$ cat src/rtl/stats_sched_pkg.sv
// stats_sched_pkg
// Shared types and constants for the stat-bank update scheduler:
//   state_e       - scheduler FSM states
//   STAT_W        - width of one stat value and of the bank index
//   STAT_MAX      - saturation ceiling of a stat
//   NUM_STATS_DEF - default number of stats swept by decay
package stats_sched_pkg;

    localparam int STAT_W        = 3;
    localparam int STAT_MAX      = 7;
    localparam int NUM_STATS_DEF = 7;

    typedef enum logic [2:0] {
        IDLE   = 3'd0,
        RD_ACT = 3'd1,
        WR_ACT = 3'd2,
        RD_DEC = 3'd3,
        WR_DEC = 3'd4
    } state_e;

endpackage

$ cat src/rtl/tick_divider.sv
// tick_divider
// Free-running counter 0..TICK_DIV-1; emits a registered one-cycle tick
// each time the counter wraps.
// Ports:
//   clk   - system clock
//   Reset - asynchronous active-high reset
//   tick  - one-cycle decay tick pulse
module tick_divider #(
    parameter int TICK_DIV = 1000
) (
    input  logic clk,
    input  logic Reset,
    output logic tick
);

    localparam int CW = (TICK_DIV > 1) ? $clog2(TICK_DIV) : 1;

    logic [CW-1:0] cnt_q, cnt_d;
    logic          tick_q, tick_d;

    always_comb begin
        tick_d = (cnt_q == CW'(TICK_DIV - 1));
        cnt_d  = tick_d ? '0 : cnt_q + 1'b1;
    end

    always_ff @(posedge clk or posedge Reset) begin
        if (Reset) begin
            cnt_q  <= '0;
            tick_q <= 1'b0;
        end else begin
            cnt_q  <= cnt_d;
            tick_q <= tick_d;
        end
    end

    assign tick = tick_q;

endmodule

$ cat src/rtl/stats_update_scheduler.sv
// stats_update_scheduler
// Sole master of the stat register bank. Runs a periodic decay sweep that
// decrements every stat once per tick and interleaves user actions that
// increment one stat. Each bank access is a read cycle followed by a write
// cycle on the same index; strobes saturate at 0 and STAT_MAX.
// Optional feature macro: STATS_CRITICAL_EN (critical_mask tracking).
// Ports:
//   clk, Reset         - clock, asynchronous active-high reset
//   action_req/idx/ack - action handshake (req held until one-cycle ack)
//   reg_sel/up/down    - registered bank index and one-cycle strobes
//   stateValue         - combinational bank read of reg_sel
//   busy               - FSM not idle
//   tick_overrun       - sticky: tick arrived while one was pending
//   critical_mask      - bit i set when stat i reached 0 on its last decay
module stats_update_scheduler
    import stats_sched_pkg::*;
#(
    parameter int NUM_STATS = NUM_STATS_DEF,
    parameter int TICK_DIV  = 1000
) (
    input  logic                 clk,
    input  logic                 Reset,
    input  logic                 action_req,
    input  logic [STAT_W-1:0]    action_idx,
    output logic                 action_ack,
    output logic [STAT_W-1:0]    reg_sel,
    output logic                 reg_up,
    output logic                 reg_down,
    input  logic [STAT_W-1:0]    stateValue,
    output logic                 busy,
    output logic                 tick_overrun,
    output logic [NUM_STATS-1:0] critical_mask
);

    localparam logic [STAT_W-1:0] NUM_L  = STAT_W'(NUM_STATS);
    localparam logic [STAT_W-1:0] LAST_L = STAT_W'(NUM_STATS - 1);
    localparam logic [STAT_W-1:0] MAX_L  = STAT_W'(STAT_MAX);

    logic tick;

    tick_divider #(.TICK_DIV(TICK_DIV)) u_tick (
        .clk   (clk),
        .Reset (Reset),
        .tick  (tick)
    );

    state_e            state_q, state_d;
    logic [STAT_W-1:0] idx_q, idx_d, sel_q, sel_d;
    logic              susp_q, susp_d, pend_q, pend_d, ovr_q, ovr_d;
    logic              up_q, up_d, down_q, down_d, ack_q, ack_d, busy_q, busy_d;
    logic              consume;
`ifdef STATS_CRITICAL_EN
    logic [STAT_W-1:0]    samp_q, samp_d;
    logic [NUM_STATS-1:0] mask_q, mask_d;
`endif

    always_comb begin
        state_d = state_q;
        idx_d   = idx_q;
        sel_d   = sel_q;
        susp_d  = susp_q;
        up_d    = 1'b0;
        down_d  = 1'b0;
        ack_d   = 1'b0;
        consume = 1'b0;
`ifdef STATS_CRITICAL_EN
        samp_d  = samp_q;
        mask_d  = mask_q;
`endif
        case (state_q)
            IDLE: begin
                if (action_req) begin
                    state_d = RD_ACT;
                    sel_d   = action_idx;
                end else if (pend_q) begin
                    state_d = RD_DEC;
                    idx_d   = '0;
                    sel_d   = '0;
                    consume = 1'b1;
                end
            end
            // Strobe decisions are made from the read-phase value and
            // registered, so they appear exactly in the write cycle.
            RD_ACT: begin
                state_d = WR_ACT;
                ack_d   = 1'b1;
                up_d    = (action_idx < NUM_L) && (stateValue < MAX_L);
            end
            WR_ACT: begin
                if (susp_q) begin
                    state_d = RD_DEC;
                    sel_d   = idx_q;
                    susp_d  = 1'b0;
                end else begin
                    state_d = IDLE;
                end
            end
            RD_DEC: begin
                state_d = WR_DEC;
                down_d  = (stateValue != '0);
`ifdef STATS_CRITICAL_EN
                samp_d  = stateValue;
`endif
            end
            WR_DEC: begin
`ifdef STATS_CRITICAL_EN
                for (int i = 0; i < NUM_STATS; i++)
                    if (idx_q == STAT_W'(i)) mask_d[i] = (samp_q <= STAT_W'(1));
`endif
                if (idx_q == LAST_L) begin
                    state_d = IDLE;
                end else begin
                    idx_d = idx_q + 1'b1;
                    // Actions may only cut in at a stat boundary.
                    if (action_req) begin
                        susp_d  = 1'b1;
                        state_d = RD_ACT;
                        sel_d   = action_idx;
                    end else begin
                        state_d = RD_DEC;
                        sel_d   = idx_q + 1'b1;
                    end
                end
            end
            default: state_d = IDLE;
        endcase

        busy_d = (state_d != IDLE);
        // A tick landing on the cycle the pending one is consumed is a
        // fresh request, not an overrun.
        pend_d = (pend_q & ~consume) | tick;
        ovr_d  = ovr_q | (tick & pend_q & ~consume);
    end

    always_ff @(posedge clk or posedge Reset) begin
        if (Reset) begin
            state_q <= IDLE;
            idx_q   <= '0;
            sel_q   <= '0;
            susp_q  <= 1'b0;
            pend_q  <= 1'b0;
            ovr_q   <= 1'b0;
            up_q    <= 1'b0;
            down_q  <= 1'b0;
            ack_q   <= 1'b0;
            busy_q  <= 1'b0;
        end else begin
            state_q <= state_d;
            idx_q   <= idx_d;
            sel_q   <= sel_d;
            susp_q  <= susp_d;
            pend_q  <= pend_d;
            ovr_q   <= ovr_d;
            up_q    <= up_d;
            down_q  <= down_d;
            ack_q   <= ack_d;
            busy_q  <= busy_d;
        end
    end

`ifdef STATS_CRITICAL_EN
    always_ff @(posedge clk or posedge Reset) begin
        if (Reset) begin
            samp_q <= '0;
            mask_q <= '0;
        end else begin
            samp_q <= samp_d;
            mask_q <= mask_d;
        end
    end
    assign critical_mask = mask_q;
`else
    assign critical_mask = '0;
`endif

    assign reg_sel      = sel_q;
    assign reg_up       = up_q;
    assign reg_down     = down_q;
    assign action_ack   = ack_q;
    assign busy         = busy_q;
    assign tick_overrun = ovr_q;

endmodule

$ cat config.mk
export PLATFORM = sky130hd
export DESIGN_NAME = stats_update_scheduler
export DESIGN_NICKNAME = d
export VERILOG_FILES = /design/src/rtl/stats_sched_pkg.sv /design/src/rtl/tick_divider.sv /design/src/rtl/stats_update_scheduler.sv
export SDC_FILE = /design/constraint.sdc
export NUM_CORES = 1
export LEC_CHECK = 0
export BUFFER_PORTS_ARGS = -buffer_cell sky130_fd_sc_hd__buf_2
export CAP_MARGIN = 25
export CORE_UTILIZATION = 30
export CTS_BUF_LIST = sky130_fd_sc_hd__clkbuf_4 sky130_fd_sc_hd__clkbuf_8
export DETAILED_ROUTE_END_ITERATION = 12
export GPL_TIMING_DRIVEN = 1
export HOLD_SLACK_MARGIN = 0.1
export SLEW_MARGIN = 30
export SYNTH_ARGS = -nofsm -noshare
export SYNTH_HDL_FRONTEND = slang
export SYNTH_HIERARCHICAL = 1
export SYNTH_SLANG_ARGS = --single-unit
export TNS_END_PERCENT = 20
$ cat constraint.sdc
create_clock -name clk -period 1.7 [get_ports clk]
set_input_delay 0.085 -clock clk [delete_from_list [all_inputs] [get_ports clk]]
set_output_delay 0.085 -clock clk [all_outputs]
set_load 0.01 [all_outputs]
==> results of run 1 <==
==> path summary, 6_finish.rpt <==
check,start,to,slack (ns),cells past startpoint
max,state_q[1]$_DFF_PP0_,idx_q[1]$_DFFE_PP0P_,0.09,4
min,action_req,state_q[1]$_DFF_PP0_,0.12,2
max reg2reg,state_q[1]$_DFF_PP0_,idx_q[1]$_DFFE_PP0P_,0.09,4
min reg2reg,u_tick/tick$_DFF_PP0_,pend_q$_DFF_PP0_,0.44,2
max in group asynchronous,Reset,state_q[1]$_DFF_PP0_,0.86,3
min in group asynchronous,Reset,u_tick/cnt_q[9]$_DFF_PP0_,0.36,3
==> Yosys cell counts (all sizes together) (2+ instances only) <==
master / instances / area [um^2]
dfrtp: 27 / 676
nor2: 14 / 65.1
buf: 10 / 86.3
nand2: 9 / 36.3
inv: 8 / 30.0
a21oi: 7 / 38.8
nand3: 6 / 30.0
o21ai: 4 / 20.0
xnor2: 4 / 35.0
a31oi: 3 / 18.8
and3: 3 / 18.8
ha: 3 / 37.5
nor3b: 3 / 33.8
o22ai: 3 / 18.8
mux2: 2 / 26.3
nor4: 2 / 12.5
xor2: 2 / 17.5
==> kinds of logic after synthesis <==
logic type	after synthesis	share of synthesized area [%]
compound gates	29	15.5
xor+xnor	6	3.71
fa+ha+maj	3	2.65
buf+inv	19	8.57
flops	27	47.7
mux	2	1.85
other cells	1	0.265
simple gates	45	19.7
==> power by group <==
| part | total (mW) | switching (mW) | internal, mW |
|---|---|---|---|
| Sequential | 0.893 | 0.111 | 0.782 |
| Combinational | 0.748 | 0.384 | 0.364 |
| Clock | 0.378 | 0.194 | 0.184 |
==> what timing repair did <==
item | 4_1_cts | 5_1_grt
setup buffers | 0 | 1
resized for setup | 0 | 2
endpoints found under the setup margin | 0 | 6
hold buffers | 7 | 0
endpoints found under the hold margin | 29 | 0
==> state kept, by name, indices dropped and copies added, names as in the netlist <==
name          flops
u_tick/cnt_q     10
action_ack        1
u_tick/tick       1
reg_sel           3
busy              1
susp_q            1
tick_overrun      1
reg_down          1
pend_q            1
reg_up            1
state_q           3
idx_q             3
==> cell type report <==
class | instances | area (um^2) | area share (%)
sequential | 27 | 677 | 40.3
timing repair buffer | 32 | 218 | 12.9
multi-input combinational | 92 | 643 | 38.2
inverter | 8 | 30.0 | 1.79
tap | 52 | 65.1 | 3.87
clock buffer | 4 | 48.8 | 2.90
==> through the flow <==
step                      setup WS, ns  util [%]  total power, mW
after global placement           0.109      34.9             1.59
after CTS                       0.0407      37.6             2.02
after floorplan                  0.143         -             1.38
after global routing           0.00772      37.8             2.16
after detailed placement        0.0716      34.9             1.62
final                           0.0866      37.8             2.02
==> routing by layer <==
| layer | vias up | GRT usage, % | wire length (um) |
|---|---|---|---|
| li1 | 514 | - | - |
| met1 | 530 | 13.1 | 1190 |
| met2 | 19 | 21.2 | 1390 |
| met3 | 8 | 3.85 | 107 |
| met4 | 0 | 4.89 | 60 |
| met5 | - | 0 | 0 |
==> cells in the final DEF (no fill, tap or decap), types with 3 or more instances in the layout <==
cell,instances
dlygate4sd3_1,7
xnor2_1,4
nor2_2,5
o22ai_1,3
dfrtp_1,26
conb_1,7
a21oi_1,6
nand2_1,8
nor2_1,9
clkbuf_8,3
nand3_1,6
buf_4,9
buf_2,16
o21ai_0,4
inv_1,8
a31oi_1,3
ha_1,3
==> flow_summary.yaml, run 1 <==
floorplan:
  core-area_um2: 4440
  rows: 24
  die_h_um: 70.7
  ios: 24
  initial_core_util_pct: 31.9
  die_w_um: 70.7
  fp.dieArea_um2: 5000
place:
  dp.cells: 203
  postPlaceCellArea_um2: 1550
  dp_hpwl_mm: 2.05
  gp_congestion: 0.885
  portBuffers: 16
logic_synthesis:
  synth-seq-cells: 27
  postSynthCellCount: 132
  seq_area_frac_synth_pct: 47.7
  synth_area_um2: 1420
  syn_avg_cell_area_um2: 10.7
  synth_edf_count: 0
  synth-async-reset-ratio_pct: 100
  synth-warning-count: 6
  synthFlopType: "dfrtp_1"
  ys_types: 45
detailed_routing:
  ant_nets: 0
  dr_total_vias: 1071
  drtIter0Drc: 37
  drcViolationCount: 4
  dr.pass1.iters: 10
  viasPerCell: 4.98
  wl_mm: 2.75
  wl_per_cell_um: 12.8
cells_and_area:
  antennaDiodeCount: 0
  area_delta_synth_final_pct: 18.7
  fill_cells: 441
  drive_gt1_share_pct: 28.8
  finalNonFillerCells: 215
  fin_area_um2: 1680
  fin_nets: 176
power:
  p_leak_nw: 0.774
  power-per-cell-area_nw_per_um2: 1200
  ir_worst_vdd_mv: 0.480
timing:
  finalSetupViolations: 0
  max_slew_margin_pct: 60.7
  finalCritPeriodShare_pct: 94.9
  worst_pin_slew_ns: 0.589
  tns_ns: 0
  period_minus_slack_ns: 1.61
  rsz0062_at_grt: "false"
  hold_viol_final: 0
  drv_slew: 0
  clock_skew_ns: 0.00536
  fmax_mhz: 620
  hold_ws_ns: 0.122
global_route:
  grt_max_degree: 17
  grt_antenna_before_repair: 0
  grt-ovfl-total: 0
  grtUsageTotal_pct: 11.9
  grt_pass1_vias: 1063
  grt_pass1_wl_mm: 4.73
setup_path:
  endpoint_kind: "flop"
  cp.arrival_ns: 1.78
  critPathKind: "reg2reg"
  crit_chain: "or3_4 > nor3b_4 > nor2_2 > mux2_4"
  crit_path_start_kind: "flop"
  required_ns: 1.87
  worst-path-buf-inv: 0
  cp_top_family: "simple AND/OR/NAND/NOR gates"
  cp_max_fo: 10
  worst_path_max_delay_cell: "dfrtp_2"
  critPathMaxStageDelay_ns: 0.49
clocking:
  numCtsBuffers: 3
  clk_path_buf_depth: 2
  cts_tree: "done"
  cts_root_buf: "clkbuf_8"
  worstSkewPairLatency_ns: 0.27
  cts_sinks: 27
  htree_levels: 1
  cts.clk_slew.worst_paths_ns: 0.09
outcome:
  violations: "DRC"
  status: "finished, violations left"
worst_hold_path:
  hp-class: "in2reg"
run:
  drv_cap: 0
Power figures use the tool's default switching activity.
==> run 2: changes to the inputs <==
--- a/config.mk
+++ b/config.mk
@@ -15,6 +15,5 @@
 export SLEW_MARGIN = 30
 export SYNTH_ARGS = -nofsm -noshare
 export SYNTH_HDL_FRONTEND = slang
-export SYNTH_HIERARCHICAL = 1
 export SYNTH_SLANG_ARGS = --single-unit
 export TNS_END_PERCENT = 20
==> run 2 against run 1 <==
Compared with the run above:
- the run now ends clean
- register-to-register slack better by 0.03 ns
- clock skew is 0.010 ns higher
- cell area shrank 7.2%
- clock-buffer cell count unchanged
- fmax is 1.7% higher
- via count shrank 4.9%
- power up 5.6%
- global-route usage up 0.54 points
- clock power about the same
- sequential power increased by 3.0%
- die area decreased by 5.8%
- critical path type unchanged
- critical endpoint is now reg_sel[1]$_DFFE_PP0P_
- highest routed layer unchanged
==> flow_summary.yaml, run 2 <==
detailed_routing:
  ant_nets: 0
  dr.pass1.iters: 4
  viasPerCell: 4.95
  wl_per_cell_um: 12.6
  drcViolationCount: 0
  wl_mm: 2.60
  drtIter0Drc: 59
  dr_total_vias: 1019
timing:
  rsz0062_at_grt: "false"
  fmax_mhz: 631
  hold_viol_final: 0
  finalSetupViolations: 0
  clock_skew_ns: 0.0154
  fin_ws_ns: 0.114
  finalCritPeriodShare_pct: 93.3
  drv_slew: 0
  tns_ns: 0
  period_minus_slack_ns: 1.59
worst_hold_path:
  hp-class: "in2reg"
  min_to: "reg_sel[1]$_DFFE_PP0P_"
  hp-start: "action_idx[1]"
  whs_path_depth: 3
cells_and_area:
  largest_reg_flops: 10
  final_common_cell: "dfrtp_1"
  antennaDiodeCount: 0
  drive_gt1_share_pct: 17.9
  fin_nets: 169
  mostFrequentLayoutCells: "27 x dfrtp_1, 16 x buf_2, 13 x nand3_1, 12 x nor2_1"
  area_delta_synth_final_pct: 17.1
  top_register: "u_tick.cnt_q"
power:
  p_leak_nw: 0.707
  ir_worst_vdd_mv: 0.475
  total_power_mw: 2.13
  power-per-cell-area_nw_per_um2: 1370
logic_synthesis:
  synth-warning-count: 0
  synth-seq-cells: 27
  syn_avg_cell_area_um2: 10.2
  synth.largest_area_cell: "dfrtp_1"
  synth_edf_count: 0
  synthFlopType: "dfrtp_1"
  synth.area.top_cells: "dfrtp_1 51%, nand3_1 4.9%, buf_4 4.5%"
  synth_area_um2: 1330
  synth-async-reset-ratio_pct: 100
  yosysMostFrequentCell: "dfrtp_1"
  seq_area_frac_synth_pct: 50.7
  ys_types: 36
  postSynthCellCount: 131
  synth_common_cells: "27 x dfrtp_1, 13 x nand3_1, 12 x nor2_1"
  synth_top_area_share_pct: 50.7
floorplan:
  core-area_um2: 4140
  die_h_um: 68.6
  fp.dieArea_um2: 4710
  die_w_um: 68.6
  ios: 24
  initial_core_util_pct: 32.2
  rows: 23
setup_path:
  required_ns: 1.91
  cp.arrival_ns: 1.79
  critPathKind: "reg2reg"
  cp_max_fo: 6
  critPathMaxStageDelay_ns: 0.36
  rr_worst_depth: 7
  timing.rr.end: "reg_sel[1]$_DFFE_PP0P_"
  crit_chain: "inv_1 > ha_1 > a31o_1 > a221oi_4 > buf_6 > nor2_1 > a31oi_1"
  r2r_slack_ns: 0.11
  worst_path_max_delay_cell: "dfrtp_1"
  endpoint_kind: "flop"
  crit_path_start_kind: "flop"
  r2r-start: "idx_q[0]$_DFFE_PP0P_"
clocking:
  cts.clk_slew.worst_paths_ns: 0.10
  worstSkewPairLatency_ns: 0.28
  numCtsBuffers: 3
  cts_tree: "done"
  clk_path_buf_depth: 2
  cts_root_buf: "clkbuf_8"
  cts_sinks: 27
  htree_levels: 1
global_route:
  grtUsageTotal_pct: 12.5
  grt_antenna_before_repair: 0
  grt_pass1_wl_mm: 4.26
  grt_max_degree: 28
  grt_pass1_vias: 998
  grt-ovfl-total: 0
place:
  gp_congestion: 0.864
  portBuffers: 16
  dp_slack_ns: 0.0326
  dp_hpwl_mm: 1.90
outcome:
  status: "finished clean"
run:
  drv_cap: 0
==> run 2: cell types whose count changed in the layout (fill, tap and decap cells not counted), sizes merged, moves of 3 or more <==
| cell | previous run | this run |
|---|---|---|
| nand3 | 6 | 13 |
| a21oi | 7 | 3 |
| buf | 25 | 22 |
| dlygate4sd3 | 7 | 4 |
| nand2b | 1 | 4 |
| o211ai | 1 | 4 |
| xnor2 | 4 | 1 |
| xor2 | 2 | 5 |
==> run 2: critical path: cells and delay by family (launching register included) <==
kind                     cells  cell delay, ns
flip-flops                   1            0.36
AO/OA/AOI/OAI                3            0.68
adder cells (fa/ha/maj)      1            0.23
AND/OR/NAND/NOR              1            0.04
buffers and inverters        2            0.20
==> run 2: what timing repair did <==
action	in CTS	in global routing
hold buffers	4	0
endpoints found under the setup margin	0	2
endpoints found under the hold margin	28	0
buffers inserted	0	1
gates resized for setup	0	1
==> run 2: how the worst max path moves through the flow <==
| stage | end | depth (start not counted) | startpoint | slack, ns |
|---|---|---|---|---|
| finish | reg_sel[1]$_DFFE_PP0P_ | 7 | idx_q[0]$_DFFE_PP0P_ | 0.11 |
| floorplan | reg_sel[0]$_DFFE_PP0P_ | 6 | idx_q[0]$_DFFE_PP0P_ | 0.07 |
| CTS | reg_sel[2]$_DFFE_PP0P_ | 6 | idx_q[1]$_DFFE_PP0P_ | 0.01 |
| detailed placement | reg_sel[2]$_DFFE_PP0P_ | 6 | idx_q[1]$_DFFE_PP0P_ | 0.03 |
| global route | reg_sel[2]$_DFFE_PP0P_ | 7 | idx_q[0]$_DFFE_PP0P_ | 0.01 |
| global placement | reg_sel[2]$_DFFE_PP0P_ | 6 | idx_q[1]$_DFFE_PP0P_ | 0.14 |
==> run 2: logic make-up (layout without fill, tap and decap cells) <==
logic type,after synthesis,after routing,synth area share (%)
xor gates and xnor gates,6,6,3.94
and+or+nand+nor,47,47,17.7
other,1,7,0.281
AOI/OAI and AO/OA,30,30,17.3
DFF,27,27,50.7
adders and majority gates,3,3,2.82
buffers and inverters,17,36,7.32
==> run 2: where the power goes <==
part,total (mW),leakage [nW],switching (mW),internal (mW)
registers,0.920,0.341,0.125,0.794
logic,0.830,0.341,0.442,0.388
clock network,0.381,0.0262,0.197,0.184
==> run 2: through the flow <==
stage	area [um^2]	std cells	hold WS (ns)	util, %
final	1560	206	0.103	37.7
after global routing	1560	206	0.114	37.7
after CTS	1550	205	0.103	37.4
after detailed placement	1460	197	0.165	35.2
after global placement	1460	197	0.154	35.2
after floorplan	1360	137	0.138	-
==> run 2: metal layers <==
layer  GRT usage [%]  wire length, um
met3            4.28              107
met2            21.8             1370
met5               0                0
met1            13.8             1120
met4            4.69                8
==> run 2: layout make-up <==
class / count / area, um^2
Timing Repair Buffer: 26 / 169
Multi-Input combinational cell: 93 / 582
Tap cell: 50 / 62.6
Clock buffer: 4 / 48.8
Inverter: 6 / 22.5
Sequential cell: 27 / 676
Fill cell: 451 / 2580
